`src/rtl/trace_pkg.sv`:
```
// Shared definitions for the commit trace buffer.
// The record kind encoding and the canonical record layout live here.
// The record struct uses generous field widths so that any legal module
// parameterisation fits inside it. The top level narrows each field to
// its configured width before storage.
package trace_pkg;

    typedef enum logic [1:0] {
        KIND_REG   = 2'd0,
        KIND_LOAD  = 2'd1,
        KIND_STORE = 2'd2,
        KIND_HALT  = 2'd3
    } rec_kind_e;

    // Upper bounds on the configurable field widths.
    localparam int MAX_IDX_W   = 16;
    localparam int MAX_ADDR_W  = 64;
    localparam int MAX_DATA_W  = 64;
    localparam int MAX_STAMP_W = 64;

    // At most three records (REG, memory, HALT) are produced per cycle.
    localparam int MAX_PUSH = 3;

    typedef struct packed {
        rec_kind_e              kind;
        logic [MAX_IDX_W-1:0]   idx;
        logic [MAX_ADDR_W-1:0]  addr;
        logic [MAX_DATA_W-1:0]  data;
        logic [MAX_STAMP_W-1:0] stamp;
    } trace_rec_t;

    function automatic trace_rec_t rec_make(
        input rec_kind_e              kind,
        input logic [MAX_IDX_W-1:0]   idx,
        input logic [MAX_ADDR_W-1:0]  addr,
        input logic [MAX_DATA_W-1:0]  data,
        input logic [MAX_STAMP_W-1:0] stamp
    );
        trace_rec_t r;
        r.kind  = kind;
        r.idx   = idx;
        r.addr  = addr;
        r.data  = data;
        r.stamp = stamp;
        return r;
    endfunction

endpackage

```
`src/rtl/trace_fifo.sv`:
```
// Ring buffer with up to three pushes and one pop per cycle.
// A push group is accepted only if all of it fits in the space free at the
// start of the cycle; a same-cycle pop does not make room for it.
// The head entry is read combinationally and forced to zero when empty.
module trace_fifo
    import trace_pkg::*;
#(
    parameter  int REC_W  = 38,
    parameter  int DEPTH  = 16,
    localparam int PTR_W  = $clog2(DEPTH),
    localparam int FILL_W = PTR_W + 1
) (
    input  logic              clk,
    input  logic              rst_n,
    input  logic [1:0]        i_push_cnt,
    input  logic [REC_W-1:0]  i_push_data [MAX_PUSH],
    input  logic              i_pop,
    output logic              o_push_ok,
    output logic [REC_W-1:0]  o_head,
    output logic              o_valid,
    output logic [FILL_W-1:0] o_fill
);

    logic [REC_W-1:0]  r_mem [DEPTH];
    logic [PTR_W-1:0]  r_wr_ptr;
    logic [PTR_W-1:0]  r_rd_ptr;
    logic [FILL_W-1:0] r_fill;

    logic [FILL_W-1:0] w_free;
    logic              w_push_ok;
    logic [1:0]        w_n_push;
    logic              w_pop;

    assign w_free    = FILL_W'(DEPTH) - r_fill;
    assign w_push_ok = (w_free >= FILL_W'(i_push_cnt));
    assign w_n_push  = w_push_ok ? i_push_cnt : 2'd0;
    assign w_pop     = i_pop && (r_fill != '0);

    // Pointer and occupancy update; pushes and a pop combine in one cycle.
    always_ff @(posedge clk or negedge rst_n) begin
        if (!rst_n) begin
            r_wr_ptr <= '0;
            r_rd_ptr <= '0;
            r_fill   <= '0;
        end else begin
            r_wr_ptr <= r_wr_ptr + PTR_W'(w_n_push);
            r_rd_ptr <= r_rd_ptr + PTR_W'(w_pop);
            r_fill   <= r_fill + FILL_W'(w_n_push) - FILL_W'(w_pop);
        end
    end

    // Storage write: accepted records land in consecutive slots.
    always_ff @(posedge clk) begin
        for (int k = 0; k < MAX_PUSH; k++) begin
            if (2'(k) < w_n_push) begin
                r_mem[r_wr_ptr + PTR_W'(k)] <= i_push_data[k];
            end
        end
    end

    assign o_push_ok = w_push_ok;
    assign o_valid   = (r_fill != '0);
    assign o_head    = o_valid ? r_mem[r_rd_ptr] : '0;
    assign o_fill    = r_fill;

endmodule

```
`src/rtl/commit_trace_buffer.sv`:
```
// Commit trace buffer: turns per-cycle commit events (register write,
// load/store, halt) into ordered trace records, counts instructions,
// active cycles and dropped records, and offers the records on a
// valid/ready drain port.
// Optional feature: define TRACE_STAMP_EN to add rec_stamp, the active
// cycle count captured with each record.
module commit_trace_buffer
    import trace_pkg::*;
#(
    parameter int DATA_W = 16,
    parameter int ADDR_W = 16,
    parameter int REG_W  = 4,
    parameter int DEPTH  = 16,
    parameter int CNT_W  = 32
) (
    input  logic                       clk,
    input  logic                       rst_n,
    input  logic                       en,
    input  logic                       hlt,
    input  logic                       reg_we,
    input  logic [REG_W-1:0]           reg_idx,
    input  logic [DATA_W-1:0]          reg_data,
    input  logic                       mem_re,
    input  logic                       mem_we,
    input  logic [ADDR_W-1:0]          mem_addr,
    input  logic [DATA_W-1:0]          mem_rdata,
    input  logic [DATA_W-1:0]          mem_wdata,
    output logic                       rec_valid,
    input  logic                       rec_ready,
    output logic [1:0]                 rec_kind,
    output logic [REG_W-1:0]           rec_idx,
    output logic [ADDR_W-1:0]          rec_addr,
    output logic [DATA_W-1:0]          rec_data,
    output logic [CNT_W-1:0]           inst_count,
    output logic [CNT_W-1:0]           cycle_count,
    output logic [CNT_W-1:0]           drop_count,
    output logic [$clog2(DEPTH):0]     fill,
    output logic                       overflow,
    output logic                       halted
`ifdef TRACE_STAMP_EN
    ,
    output logic [CNT_W-1:0]           rec_stamp
`endif
);

`ifdef TRACE_STAMP_EN
    localparam int STAMP_W = CNT_W;
`else
    localparam int STAMP_W = 0;
`endif
    localparam int FILL_W = $clog2(DEPTH) + 1;
    localparam int REC_W  = 2 + REG_W + ADDR_W + DATA_W + STAMP_W;

    logic [CNT_W-1:0] r_inst_count;
    logic [CNT_W-1:0] r_cycle_count;
    logic [CNT_W-1:0] r_drop_count;
    logic             r_overflow;
    logic             r_halted;

    logic             w_active;
    logic             w_counted;
    logic             w_has_mem;
    logic [1:0]       w_pos_mem;
    logic [1:0]       w_pos_hlt;
    logic [1:0]       w_n_cand;
    logic [1:0]       w_push_cnt;
    logic [CNT_W-1:0] w_inst_next;
    logic             w_push_ok;
    logic [REC_W-1:0] w_head;
    logic [REC_W-1:0] w_push_data [MAX_PUSH];
    trace_rec_t       w_slot [MAX_PUSH];
    logic             w_unused_slot_bits;

    assign w_active    = en && !r_halted;
    assign w_counted   = reg_we || mem_we || hlt;
    assign w_has_mem   = mem_we || mem_re;
    assign w_inst_next = r_inst_count + CNT_W'(w_counted);

    // Slot positions keep the REG, memory, HALT order with no gaps.
    assign w_pos_mem  = {1'b0, reg_we};
    assign w_pos_hlt  = w_pos_mem + {1'b0, w_has_mem};
    assign w_n_cand   = w_pos_hlt + {1'b0, hlt};
    assign w_push_cnt = w_active ? w_n_cand : 2'd0;

    // Record formation: fill the candidate slots in fixed priority order.
    always_comb begin
        for (int k = 0; k < MAX_PUSH; k++) begin
            w_slot[k] = '0;
        end
        if (reg_we) begin
            w_slot[0] = rec_make(KIND_REG, MAX_IDX_W'(reg_idx), '0,
                                 MAX_DATA_W'(reg_data), MAX_STAMP_W'(r_cycle_count));
        end
        if (w_has_mem) begin
            // A store wins over a load when both strobes are set.
            w_slot[w_pos_mem] = rec_make(mem_we ? KIND_STORE : KIND_LOAD, '0,
                                         MAX_ADDR_W'(mem_addr),
                                         mem_we ? MAX_DATA_W'(mem_wdata) : MAX_DATA_W'(mem_rdata),
                                         MAX_STAMP_W'(r_cycle_count));
        end
        if (hlt) begin
            // HALT carries the instruction count including this cycle.
            w_slot[w_pos_hlt] = rec_make(KIND_HALT, '0, '0,
                                         MAX_DATA_W'(w_inst_next), MAX_STAMP_W'(r_cycle_count));
        end
    end

    // Narrow each slot to the configured field widths for storage.
    generate
        for (genvar gi = 0; gi < MAX_PUSH; gi++) begin : g_pack
            assign w_push_data[gi] = {
                w_slot[gi].kind,
                w_slot[gi].idx[REG_W-1:0],
                w_slot[gi].addr[ADDR_W-1:0],
                w_slot[gi].data[DATA_W-1:0]
`ifdef TRACE_STAMP_EN
                , w_slot[gi].stamp[CNT_W-1:0]
`endif
            };
        end
    endgenerate

    // Bits of the wide record struct beyond the configured widths.
    assign w_unused_slot_bits = ^{w_slot[0], w_slot[1], w_slot[2]};

    trace_fifo #(
        .REC_W (REC_W),
        .DEPTH (DEPTH)
    ) u_fifo (
        .clk         (clk),
        .rst_n       (rst_n),
        .i_push_cnt  (w_push_cnt),
        .i_push_data (w_push_data),
        .i_pop       (rec_ready),
        .o_push_ok   (w_push_ok),
        .o_head      (w_head),
        .o_valid     (rec_valid),
        .o_fill      (fill)
    );

    // Counters, drop accounting and halt latch; all frozen outside active cycles.
    always_ff @(posedge clk or negedge rst_n) begin
        if (!rst_n) begin
            r_inst_count  <= '0;
            r_cycle_count <= '0;
            r_drop_count  <= '0;
            r_overflow    <= 1'b0;
            r_halted      <= 1'b0;
        end else if (w_active) begin
            r_cycle_count <= r_cycle_count + CNT_W'(1);
            if (w_counted) begin
                r_inst_count <= w_inst_next;
            end
            if (hlt) begin
                r_halted <= 1'b1;
            end
            if ((w_n_cand != 2'd0) && !w_push_ok) begin
                r_drop_count <= r_drop_count + CNT_W'(w_n_cand);
                r_overflow   <= 1'b1;
            end
        end
    end

    // Head record fields; the FIFO already zeroes the head when empty.
    assign rec_kind = w_head[REC_W-1 -: 2];
    assign rec_idx  = w_head[STAMP_W + DATA_W + ADDR_W +: REG_W];
    assign rec_addr = w_head[STAMP_W + DATA_W +: ADDR_W];
    assign rec_data = w_head[STAMP_W +: DATA_W];
`ifdef TRACE_STAMP_EN
    assign rec_stamp = w_head[CNT_W-1:0];
`endif

    assign inst_count  = r_inst_count;
    assign cycle_count = r_cycle_count;
    assign drop_count  = r_drop_count;
    assign overflow    = r_overflow;
    assign halted      = r_halted;

endmodule

```
`config.mk`:
```
export PLATFORM = sky130hd
export DESIGN_NAME = commit_trace_buffer
export DESIGN_NICKNAME = d
export VERILOG_FILES = /design/src/rtl/trace_pkg.sv /design/src/rtl/trace_fifo.sv /design/src/rtl/commit_trace_buffer.sv
export SDC_FILE = /design/constraint.sdc
export NUM_CORES = 1
export LEC_CHECK = 0
export BUFFER_PORTS_ARGS = -buffer_cell sky130_fd_sc_hd__buf_4
export CAP_MARGIN = 20
export CORE_MARGIN = 4
export CORE_UTILIZATION = 40
export DETAILED_ROUTE_END_ITERATION = 16
export GPL_TIMING_DRIVEN = 0
export MAX_ROUTING_LAYER = met4
export SLEW_MARGIN = 20
export SYNTH_ARGS = -nofsm -noshare
export SYNTH_HDL_FRONTEND = slang
export SYNTH_SLANG_ARGS = --single-unit
```
`constraint.sdc`:
```
create_clock -name clk -period 8 [get_ports clk]
set_clock_uncertainty 0.05 [all_clocks]
set_input_delay 1.6 -clock clk [delete_from_list [all_inputs] [get_ports clk]]
set_output_delay 1.6 -clock clk [all_outputs]
set_load 0.03 [all_outputs]
```
Word-level counts from Yosys, hierarchy flattened
Memories as Yosys holds them, arrays and structs flattened.
Index checks and enable logic that the tools add are counted.
- reduce and logical (&&, ||, !) cells: 15
- muxes and demuxes: 20
- add/sub/neg operators: 12
- bitwise operators: 2
- magnitude comparators: 8
- operator list (kind ; number):
    bitwise mux 630 bit ; 2
    two-way mux 630 bit ; 2
    demux 210 bit (select 2 bit) ; 2
    two-way mux 210 bit ; 2
    two-way mux 196 bit ; 1
    two-way mux 38 bit ; 1
    adder 32 x 1 -> 32 bit ; 1
    adder 32 x 1 -> 32 bit, second input constant ; 1
    adder 32 x 2 -> 32 bit ; 1
    two-way mux 16 bit ; 1
    >= comparator 3 bit, second input constant ; 2
    < comparator 3 x 1 -> 1 bit, second input constant ; 2
    two-way mux 1 bit ; 6
    two-way mux 2 bit ; 3
    AND reduction 2 bit ; 3
    adder 5 x 2 -> 5 bit ; 1
    >= comparator 5 x 2 -> 1 bit ; 1
    logical AND 1 bit ; 5
    nonzero test 5 bit ; 1
    subtractor 5 x 1 -> 5 bit ; 1
    subtractor 5 bit, first input constant ; 1
    adder 4 x 1 -> 4 bit ; 1
    adder 4 x 1 -> 4 bit, second input constant ; 1
    adder 4 x 2 -> 4 bit ; 1
    10 further kinds ; 14
- bits of input ports: 76
- memory bits (writable): 608
- logic and storage cells: 66
- output and inout bits: 142
- bits in registers: 111
- memories kept: 1
- memory list (name ; depth ; bits a word ; read ports ; clocked after memory_dff ; wr ports ; line ; source):
    u_fifo.r_mem ; 16 ; 38 ; 1 ; 0 ; 3 ; trace_fifo.sv:24 ; logic [REC_W-1:0] r_mem [DEPTH];

Longest topological paths before layout
- depth after elaboration: 9
- mapped depth: 18
- depth with buffers taken out: 17

By module
From an unflattened synthesis, not the netlist that was laid out.
- cell total of the unflattened synthesis: 3656
- area total of the unflattened synthesis: 41847.6 um^2
- modules (own cells, without submodules) (module ; seq. area each (um^2) ; cells each ; area each (um^2) ; times used):
    trace_fifo ; 18582.8 ; 3055 ; 36019.5 ; 1
    commit_trace_buffer ; 2452.4 ; 601 ; 5828.1 ; 1

Worst setup path after synthesis
Ideal clock, no wire load.
- path type: input-to-reg
- start point: in reg_we
- end point: mem u_fifo.r_mem[12][0], enable pin
- data required time: 7.464 ns
- arrival time: 6.719 ns
- path buffers: 1
- path slack: 0.745 ns
- library setup time: 0.486 ns
- stages: 12
- path through: buf_4 clkinv_1 fa_1 nor3b_2 inv_1 ha_1 inv_1 o221a_2 nand2_2 and2_1 nand3_1 o21ai_0
- RTL lines (what ; line ; source):
    from (decl) ; commit_trace_buffer.sv:20 ; input logic reg_we,
    to (decl) ; trace_fifo.sv:24 ;

==> flow_results.org <==
** Setup path
- In this run the worst path has a maximum fanout of 13.
- CP arrival :: 7010 ps
- The largest individual stage delay along the critical path comes from the cell sky130_fd_sc_hd__nor3b_1.
- Largest incremental delay on the critical path :: 710 ps
- Delay-heaviest family, CP :: compound AO/OA/AOI/OAI gates
- The critical path in this run is classified as input port to flop.
- STA puts the critical path data required time at 8370 ps.
- Cell Chain, Critical Path :: buf_4 -> buf_4 -> clkinv_1 -> fa_1 -> nor3b_1 -> ha_1 -> nor2b_1 -> o221a_2 -> buf_1 -> a21oi_2 -> a31oi_1 -> o21ai_4 -> buf_16 -> buf_8 -> buf_16
- Kind of start point of the critical path :: input port
- The worst setup path is captured at a flop.
- Counting both buffers and inverters, the worst setup path holds a total of 7.

** Logic synthesis
- Synthesis inferred 719 register bits.
- Number of nets produced by synthesis :: 3814
- Share of synthesized registers carrying an async set or reset :: 0.154
- For this run, the leading register cell type out of synthesis is sky130_fd_sc_hd__edfxtp_1.
- Top post-synthesis cells by area :: sky130_fd_sc_hd__edfxtp_1 45%, sky130_fd_sc_hd__mux4_2 11%, sky130_fd_sc_hd__dfrtp_1 6.9%
- Cell accounting for the most synthesized area :: sky130_fd_sc_hd__edfxtp_1
- Of the synthesized area, sequential elements account for 0.523.
- Average footprint of a synthesized cell :: 10.8 sq um
- Cell area after synthesis :: 0.0402 sq mm
- The synthesized design contains 608 enable-type register cells.
- The share of synthesized area in the top cell type comes to 0.454.
- The synthesized netlist contains 74 unique library cells.
- Count of yosys warnings during synthesis :: 0
- Number of instances in the synthesized netlist :: 3711

** Drt
- Post-route DRC violation count :: 0
- After detailed routing, the number of vias per cell comes to 6.40.
- First-iteration detailed-routing DRC count :: 6329
- The detail route stage leaves a number of antenna-violating nets equal to 0.
- For this block, the via count after detailed routing is 34700.
- Total detailed-routing wirelength :: 181 mm
- DRT Pass-1 Iters :: 8
- Routed len/inst :: 33.3 microns

** Timing
- Counting I/O delays and the setup requirement, the final critical path takes 6640 ps.
- Slew at the pin closest to its max-slew limit :: 1250 ps
- Setup repair after global routing missed its margin :: false
- Setup violations remaining at the end of the flow were counted as 0.
- The number of hold violations in the final report was 0.
- Post-route fraction of the period consumed by the critical path :: 0.830
- Headroom to the max-slew limit came out at 0.161.
- Max-slew violations :: 0
- Timing-limited maximum frequency :: 151 MHz

** Layout
- The top cell types in the final layout, fill and taps aside, are 672 x sky130_fd_sc_hd__nor2_1, 608 x sky130_fd_sc_hd__edfxtp_1, 372 x sky130_fd_sc_hd__nand2_1.
- Most common cell after layout, fill and taps aside :: sky130_fd_sc_hd__nor2_1
- Post-layout nets :: 4161
- Leaving out filler cells and counting taps, the final layout contains 5429.
- Final std cell area, no fill :: 0.0475 sq mm
- Fraction of final layout cells sized beyond drive strength 1 :: 0.206
- The area growth from synthesis to layout is 18.1%.
- The layout has 9196 filler cells.

** Placement
- Including well taps, the total number of placed cells is 5269.
- Buffers placed on the I/O ports in this run total 215.
- Placed wire-length estimate after detailed placement :: 128 mm
- The congestion estimate from routability-driven global placement came to 1.01.
- Area after detailed placement :: 0.0448 sq mm

** Global routing
- The number of antenna violations at the first check in global routing is 9.
- Largest net degree at the start of global routing :: 69
- Number of global-route vias before repair :: 32100
- Total congestion overflow after global routing :: 0
- The first global-routing pass estimated 248 mm of wire.
- GRT Util Overall :: 0.342

** Power
- Summed over all cells, the static leakage comes to 17.8 nW.
- Power density over the cells :: 270 mW/mm^2
- Worst supply voltage drop on vdd :: 441 uV

** Clock network
- The H-tree was split into 3 levels.
- Number of sinks handled by clock tree synthesis :: 719
- Total CTS buffers :: 84
- TritonCTS built the clock tree.
- Clock edge transition at the registers on the reported setup and hold paths :: 60 ps
- Latest clock arrival within the worst-skew pair :: 680 ps
- Number of buffers inserted to repair setup after CTS :: 0
- Clock tree synthesis selected as its root buffer the cell sky130_fd_sc_hd__clkbuf_16.
- In this run the deepest clock path goes through 3 buffers.
- Hold repair after CTS inserted 0 buffers.
- CTS-repair resized insts :: 0

** Die
- In this run the core area contains 116 standard-cell rows.
- After floorplanning, the core was sized to cover 0.100 sq mm.
- Measured along the y axis, the die boundary spans 325 microns.
- Die footprint :: 0.106 sq mm
- I/O Pins :: 218
- The die is 325 microns wide.
- The initial utilization of the core area, before any placement, comes to 0.402.

** Flow run
- Max capacitance violation total :: 0

** Status
- The run finished with clean final reports.

** Worst hold path
- Class of the most critical hold timing path :: flop to flop
## final cells by class
| cell class | instances | area (sq um) | share of cell area |
|---|---|---|---|
| Antenna cell | 7 | 17.5 | 0.000369 |
| Buffer | 368 | 1670 | 0.0351 |
| Clock buffer | 102 | 2240 | 0.0472 |
| Clock inverter | 50 | 429 | 0.00904 |
| Inverter | 28 | 105 | 0.00221 |
| Multi-Input combinational cell | 2596 | 17700 | 0.372 |
| Sequential cell | 719 | 21000 | 0.443 |
| Tap cell | 1298 | 1620 | 0.0342 |
| Timing Repair Buffer | 261 | 2690 | 0.0566 |
## synthesized netlist by cell type, types with 38 or more instances
library cell,number
sky130_fd_sc_hd__nand2_1,372
sky130_fd_sc_hd__and2_1,63
sky130_fd_sc_hd__edfxtp_1,608
sky130_fd_sc_hd__nand3_1,71
sky130_fd_sc_hd__o21ai_0,240
sky130_fd_sc_hd__mux2i_1,159
sky130_fd_sc_hd__a21oi_1,346
sky130_fd_sc_hd__mux4_2,190
sky130_fd_sc_hd__xnor2_1,77
sky130_fd_sc_hd__nor2_1,672
sky130_fd_sc_hd__dfrtp_1,111
sky130_fd_sc_hd__xor2_1,39
sky130_fd_sc_hd__buf_2,139
sky130_fd_sc_hd__o21ai_1,38
sky130_fd_sc_hd__clkbuf_1,186
## power breakdown
group	total [mW]	leakage, nW	switching [mW]	internal [mW]
Combinational	4.77	9.46	2.96	1.80
Sequential	4.20	7.04	0.0586	4.14
Clock	3.87	1.33	1.67	2.19
Total	12.8	17.8	4.70	8.14
## logic make-up (layout without fill, tap and decap cells)
family,count (synthesis),in the layout,synth area share
DFF,719,719,0.523
and+or+nand+nor,1320,1320,0.141
AOI/OAI and AO/OA,778,778,0.110
xor gates and xnor gates,116,116,0.0253
other,0,7,0
buffers and inverters,396,809,0.0432
muxes,355,355,0.148
adders and majority gates,27,27,0.00915
## worst register-to-register path: cells and delay by family, from the launching register on
family	cells	cell delay, ps
AO/OA/AOI/OAI	4	1830
adder cells (fa/ha/maj)	1	370
buffers and inverters	4	1110
flip-flops	1	470
AND/OR/NAND/NOR	2	870
## path summary, 6_finish.rpt
kind	slack [ps]	endpoint	startpoint	depth (start not counted)
hold reg to reg	420	cycle_count[31]	cycle_count[31]	1
setup / recovery	1360	u_fifo.r_mem[9][8]	reg_we	15
max in group asynchronous	6360	u_fifo.r_wr_ptr[3]	rst_n	2
hold / removal	420	cycle_count[31]	cycle_count[31]	1
min in group asynchronous	790	cycle_count[19]	rst_n	1
setup reg to reg	3020	u_fifo.r_mem[9][8]	halted	11
## stage by stage
stage | power [mW] | setup WS (ps) | util | TNS (ps) | hold WS [ps]
after floorplan | 7.04 | 745 | - | 0 | 427
after global placement | 8.80 | -4310 | 0.435 | -1492580 | 405
after detailed placement | 8.92 | 959 | 0.448 | 0 | 413
after CTS | 12.7 | 1640 | 0.474 | 0 | 425
after global routing | 13.1 | 1300 | 0.475 | 0 | 450
final | 12.8 | 1360 | 0.475 | 0 | 422
## flip-flops by register name, summed over array words and instances, names as in the netlist
| register | count |
|---|---|
| cycle_count | 32 |
| drop_count | 32 |
| halted | 1 |
| inst_count | 32 |
| overflow | 1 |
| u_fifo.o_fill | 5 |
| u_fifo.r_mem | 608 |
| u_fifo.r_rd_ptr | 4 |
| u_fifo.r_wr_ptr | 4 |
## routing by layer
layer  up-vias  share of wire  GRT usage
li1      14200              -          -
met1     17100           0.36      0.434
met2      2858           0.43      0.493
met3       580           0.14      0.103
met4         0          0.067      0.184
met5         -              0          -
Note: power is estimated with default switching activity, not from simulation.
